$ cat config.mk
export PLATFORM = sky130hd
export DESIGN_NAME = decoder_2x4_stream
export DESIGN_NICKNAME = d
export VERILOG_FILES = /design/src/rtl/decoder_2x4_stream_pkg.sv /design/src/rtl/onehot_fifo2.sv /design/src/rtl/decoder_2x4_stream.sv
export SDC_FILE = /design/constraint.sdc
export NUM_CORES = 1
export LEC_CHECK = 0
export ABC_CLOCK_PERIOD_IN_PS = 4340
export BUFFER_PORTS_ARGS = -buffer_cell sky130_fd_sc_hd__buf_4
export CORE_MARGIN = 2
export CORE_UTILIZATION = 43
export DETAILED_ROUTE_END_ITERATION = 6
export GPL_TIMING_DRIVEN = 0
export HOLD_SLACK_MARGIN = 0.15
export PLACE_DENSITY_LB_ADDON = 0.1
export REMOVE_ABC_BUFFERS = 1
export SYNTH_ARGS = -nofsm -noshare
export SYNTH_HDL_FRONTEND = slang
export SYNTH_SLANG_ARGS = --single-unit
$ cat constraint.sdc
create_clock -name clk -period 4.34 [get_ports clk]
set_clock_uncertainty 0.2 [all_clocks]
set_input_delay 0.868 -clock clk [delete_from_list [all_inputs] [get_ports clk]]
set_output_delay 0.868 -clock clk [all_outputs]
set_load 0.005 [all_outputs]
$ cat src/rtl/decoder_2x4_stream_pkg.sv
// decoder_2x4_stream_pkg: shared widths, disabled-output constant and one-hot decode helper
package decoder_2x4_stream_pkg;
    localparam int CODE_W = 2;
    localparam int OH_W = 4;
    localparam logic [OH_W-1:0] Y_OFF = '0;
    localparam logic [OH_W-1:0] Y_ONE = 4'b0001;
    function automatic logic [OH_W-1:0] decode_onehot(input logic en, input logic [CODE_W-1:0] code);
        return en ? Y_ONE << code : Y_OFF;
    endfunction
endpackage

$ cat src/rtl/onehot_fifo2.sv
// onehot_fifo2: small registered FIFO holding decoded one-hot words; head is forced to zero when empty
module onehot_fifo2
    import decoder_2x4_stream_pkg::*;
#(
    parameter int DEPTH = 2
) (
    input  logic            clk,
    input  logic            rst_n,
    input  logic            push,
    input  logic [OH_W-1:0] din,
    input  logic            pop,
    output logic            in_ready,
    output logic            out_valid,
    output logic [OH_W-1:0] dout
);
    localparam int PW = (DEPTH > 1) ? $clog2(DEPTH) : 1;
    localparam int CW = $clog2(DEPTH + 1);
    localparam logic [PW-1:0] LAST = PW'(DEPTH - 1);
    localparam logic [CW-1:0] FULL = CW'(DEPTH);
    logic [OH_W-1:0] mem [DEPTH];
    logic [PW-1:0] wr_ptr, rd_ptr;
    logic [CW-1:0] count;
    logic do_push, do_pop;
    assign in_ready = count < FULL;
    assign out_valid = count != '0;
    assign dout = out_valid ? mem[rd_ptr] : Y_OFF;
    assign do_push = push & in_ready;
    assign do_pop = pop & out_valid;
    // storage needs no reset: the head is masked by out_valid
    always_ff @(posedge clk)
        if (do_push) mem[wr_ptr] <= din;
    always_ff @(posedge clk or negedge rst_n)
        if (!rst_n) begin
            wr_ptr <= '0;
            rd_ptr <= '0;
            count <= '0;
        end else begin
            if (do_push) wr_ptr <= (wr_ptr == LAST) ? '0 : wr_ptr + 1'b1;
            if (do_pop) rd_ptr <= (rd_ptr == LAST) ? '0 : rd_ptr + 1'b1;
            count <= count + CW'(do_push) - CW'(do_pop);
        end
endmodule

$ cat src/rtl/decoder_2x4_stream.sv
// decoder_2x4_stream: streaming 2-to-4 one-hot decoder with output FIFO and saturating per-line hit counters
module decoder_2x4_stream
    import decoder_2x4_stream_pkg::*;
#(
    parameter int CNT_W = 8,
    parameter int DEPTH = 2
) (
    input  logic              clk,
    input  logic              rst_n,
    input  logic              en,
    input  logic [CODE_W-1:0] code_in,
    input  logic              in_valid,
    output logic              in_ready,
    output logic [OH_W-1:0]   y_out,
    output logic              out_valid,
    input  logic              out_ready,
    input  logic              clr_cnt,
    input  logic [1:0]        cnt_sel,
    output logic [CNT_W-1:0]  hit_cnt
);
    localparam logic [CNT_W-1:0] CNT_MAX = '1;
    logic [CNT_W-1:0] cnt [4];
    logic [OH_W-1:0] y_dec;
    logic push;
    assign y_dec = decode_onehot(en, code_in);
    assign push = in_valid & in_ready;
    assign hit_cnt = cnt[cnt_sel];
    onehot_fifo2 #(.DEPTH(DEPTH)) u_fifo (
        .clk       (clk),
        .rst_n     (rst_n),
        .push      (in_valid),
        .din       (y_dec),
        .pop       (out_ready),
        .in_ready  (in_ready),
        .out_valid (out_valid),
        .dout      (y_out)
    );
    // clear wins over a same-edge increment; counters stick at all-ones
    always_ff @(posedge clk or negedge rst_n)
        if (!rst_n)
            for (int i = 0; i < 4; i++) cnt[i] <= '0;
        else if (clr_cnt)
            for (int i = 0; i < 4; i++) cnt[i] <= '0;
        else if (push && en && cnt[code_in] != CNT_MAX)
            cnt[code_in] <= cnt[code_in] + 1'b1;
endmodule

==> results.ini <==
[pwr]
power_density_mw_per_mm2 = 414
peakVddDrop_mv = 0.165
p_leak_nw = 1.10

[final_layout]
area_delta_synth_final_pct = 11.3
antenna_cells = 0
final_nets = 237
drive_gt1_share_pct = 21.3
regArea_mm2 = 0.00114
fill_cells = 525
multi_input_area_mm2 = 0.00115

[floorplanning]
die_h_um = 79.2
die_area_mm2 = 0.00627
start_util_pct = 44.4
row_count = 27
coreArea_mm2 = 0.00547
die_x_um = 79.2
pin_count = 24

[timing]
min_period_ns = 3.33
max_freq_ghz = 0.300
maxSlewViolCount = 0
worst_slew_pin_slew_ns = 0.984
finalCritPeriodShare_pct = 76.7
rsz0062_at_grt = no
setup_viol = 0
finalHoldViolations = 0
max_slew_margin_pct = 34.2
setup_slack_ns = 1.01
tns_ns = 0

[logic_synthesis]
ys.flop_type = dfrtp_1
synth_commonest_cells = 36 x dfrtp_1, 32 x a21oi_1, 24 x nor3_1
synth_area_per_cell_um2 = 11.6
synthesis.area_mm2 = 0.00243
async_flop_share_pct = 81.8
yosysMostFrequentCell = dfrtp_1
synth-edff-count = 8
synth_seq_cells = 44
ys_top_cells_by_area = dfrtp_1 37%, mux4_2 10%, edfxtp_1 9.9%, a21oi_1 6.6%, mux4_1 5.4%
synth_area_leader_cell = dfrtp_1
yosysSeqAreaShare_pct = 47.0
ys_types = 32
ys_warn_count = 0
netlist.area_leader.share_pct = 37.1
syn_inst = 210

[setup_path]
crit_chain = buf_4 > mux4_1 > and4_4 > a41oi_4 > a21oi_1 > a211oi_1
critPathSlowestCell = a41oi_4
worstSetupEndpointType = flip-flop
worstPathRequired_ns = 4.33
cpPeakStageDelay_ns = 0.83
worstSetupPathType = input pin to flip-flop
rr_startpoint = cnt[26]$_DFFE_PN0P_
worst_r2r_path_depth = 5
worst-path-max-fanout = 32
r2r_end = cnt[30]$_DFFE_PN0P_
crit_path_start_kind = input pin
cp.arrival_ns = 3.32
r2r_slack_ns = 1.48

[grt]
grt_pass1_wl_um = 9740
antenna_found_initial = 0
grt_pass1_vias = 1837
grt_use_total_pct = 20.9
grt_max_degree = 37
overflow = 0

[cts]
cts_resized = 0
post_cts_buffers = 0
postCtsHoldBufs = 0
clkTransAtPathRegs_ns = 0.07
clock-sinks = 44
clockBufferDepth = 2
htree_levels = 2
cts_buffers = 5
clock_latency_ns = 0.30
cts_tree = yes
root_buffer = clkbuf_8

[worst_hold_path]
min_path_cells = 1
worstHoldEndpoint = u_fifo.wr_ptr$_DFFE_PN0N_
hp-class = flip-flop to flip-flop
hp-start = u_fifo.wr_ptr$_DFFE_PN0N_

[route]
ant_nets = 0
num_vias = 1788
wirelength_um = 6010
wire_per_inst_um = 20.2
first_pass_iters = 4
drt_iter0_drc = 200
vias_per_cell = 6.02
drc = 0

[placement]
dp_slack_ns = 0.743
io_buffers = 23
post-dp-hpwl_um = 3900
gp_congestion = 0.798

[flow_run]
maxCapViolCount = 0

[run_status]
outcome = complete, no violations

-- worst max-delay path: cells and delay by family --
family	cells	cell delay (ns)
and+or+nand+nor	1	0.23
AOI/OAI and AO/OA	3	1.29
buffers and inverters	1	0.21
muxes	1	0.71
-- cells in the final DEF (no fill, tap or decap), drive strengths merged --
cell | Yosys | final
or3b | 1 | 1
and3 | 1 | 1
clkbuf | 8 | 5
nor2b | 1 | 1
edfxtp | 8 | 8
dfrtp | 36 | 36
mux4 | 16 | 16
nor2 | 10 | 10
a21oi | 32 | 32
xnor2 | 4 | 4
o21ai | 4 | 4
and4 | 1 | 1
nand2 | 4 | 4
nand3 | 8 | 8
nand4 | 1 | 1
a211oi | 16 | 16
clkinv | 4 | 6
and2 | 1 | 1
a41oi | 1 | 1
a41o | 1 | 1
or2 | 2 | 2
inv | 5 | 5
xor2 | 6 | 6
bufinv | 0 | 1
mux2i | 4 | 4
nor3 | 24 | 24
ha | 3 | 3
buf | 7 | 23
-- area by class of cell --
type,instances,area share (%)
Multi-Input combinational cell,141,42.7
Sequential cell,44,42.2
Timing Repair Buffer,23,6.39
Tap cell,72,3.33
Clock buffer,5,2.55
Clock inverter,3,1.57
Inverter,9,1.25
-- stage by stage --
stage / power [mW] / util (%) / std cells / hold WS, ns / cell area (um2)
floorplan: 0.685 / - / 194 / 0.256 / 2330
global placement: 0.801 / 47.4 / 289 / 0.273 / 2590
detailed placement: 0.814 / 47.4 / 289 / 0.272 / 2590
CTS: 1.13 / 49.4 / 297 / 0.290 / 2700
global route: 1.19 / 49.4 / 297 / 0.316 / 2700
finish: 1.12 / 49.4 / 297 / 0.286 / 2700
-- sequential cells by signal, summed over array words and instances (netlist names) --
register,flops
u_fifo.count,2
u_fifo.rd_ptr,1
u_fifo.wr_ptr,1
cnt,32
u_fifo.mem,8
-- metal layers --
metal / track usage [%] / vias up / share of wire [%]
met3: 4.43 / 6 / 4.9
met1: 25.8 / 909 / 42
met2: 36.5 / 55 / 52
met4: 6.90 / 0 / 0.91
li1: - / 818 / -
met5: 0 / - / 0
-- worst max-delay path by stage --
stage                     startpoint                  end  slack (ns)  cells past startpoint
after floorplan           code_in[0]   cnt[0]$_DFFE_PN0P_        1.45                      5
after global placement    code_in[0]   cnt[8]$_DFFE_PN0P_        0.86                      6
after detailed placement  code_in[0]  cnt[30]$_DFFE_PN0P_        0.74                      6
after CTS                 code_in[0]  cnt[31]$_DFFE_PN0P_        1.06                      6
after global routing      code_in[0]  cnt[30]$_DFFE_PN0P_        0.92                      6
final                     code_in[0]  cnt[30]$_DFFE_PN0P_        1.01                      6
-- kinds of logic after synthesis --
family	synth area share, %
AO/OA/AOI/OAI	14.0
AND/OR/NAND/NOR	11.2
flip-flops	47.0
buffers and inverters	5.51
multiplexers	17.3
XOR/XNOR	3.60
adder cells (fa/ha/maj)	1.54
-- where the power goes --
| group | total, mW | leakage (nW) | internal, mW | switching [mW] |
|---|---|---|---|---|
| logic | 0.300 | 0.481 | 0.130 | 0.170 |
| registers | 0.504 | 0.566 | 0.470 | 0.0339 |
| clock network | 0.314 | 0.0558 | 0.171 | 0.143 |
No activity file was read; power rests on OpenSTA's default activity.
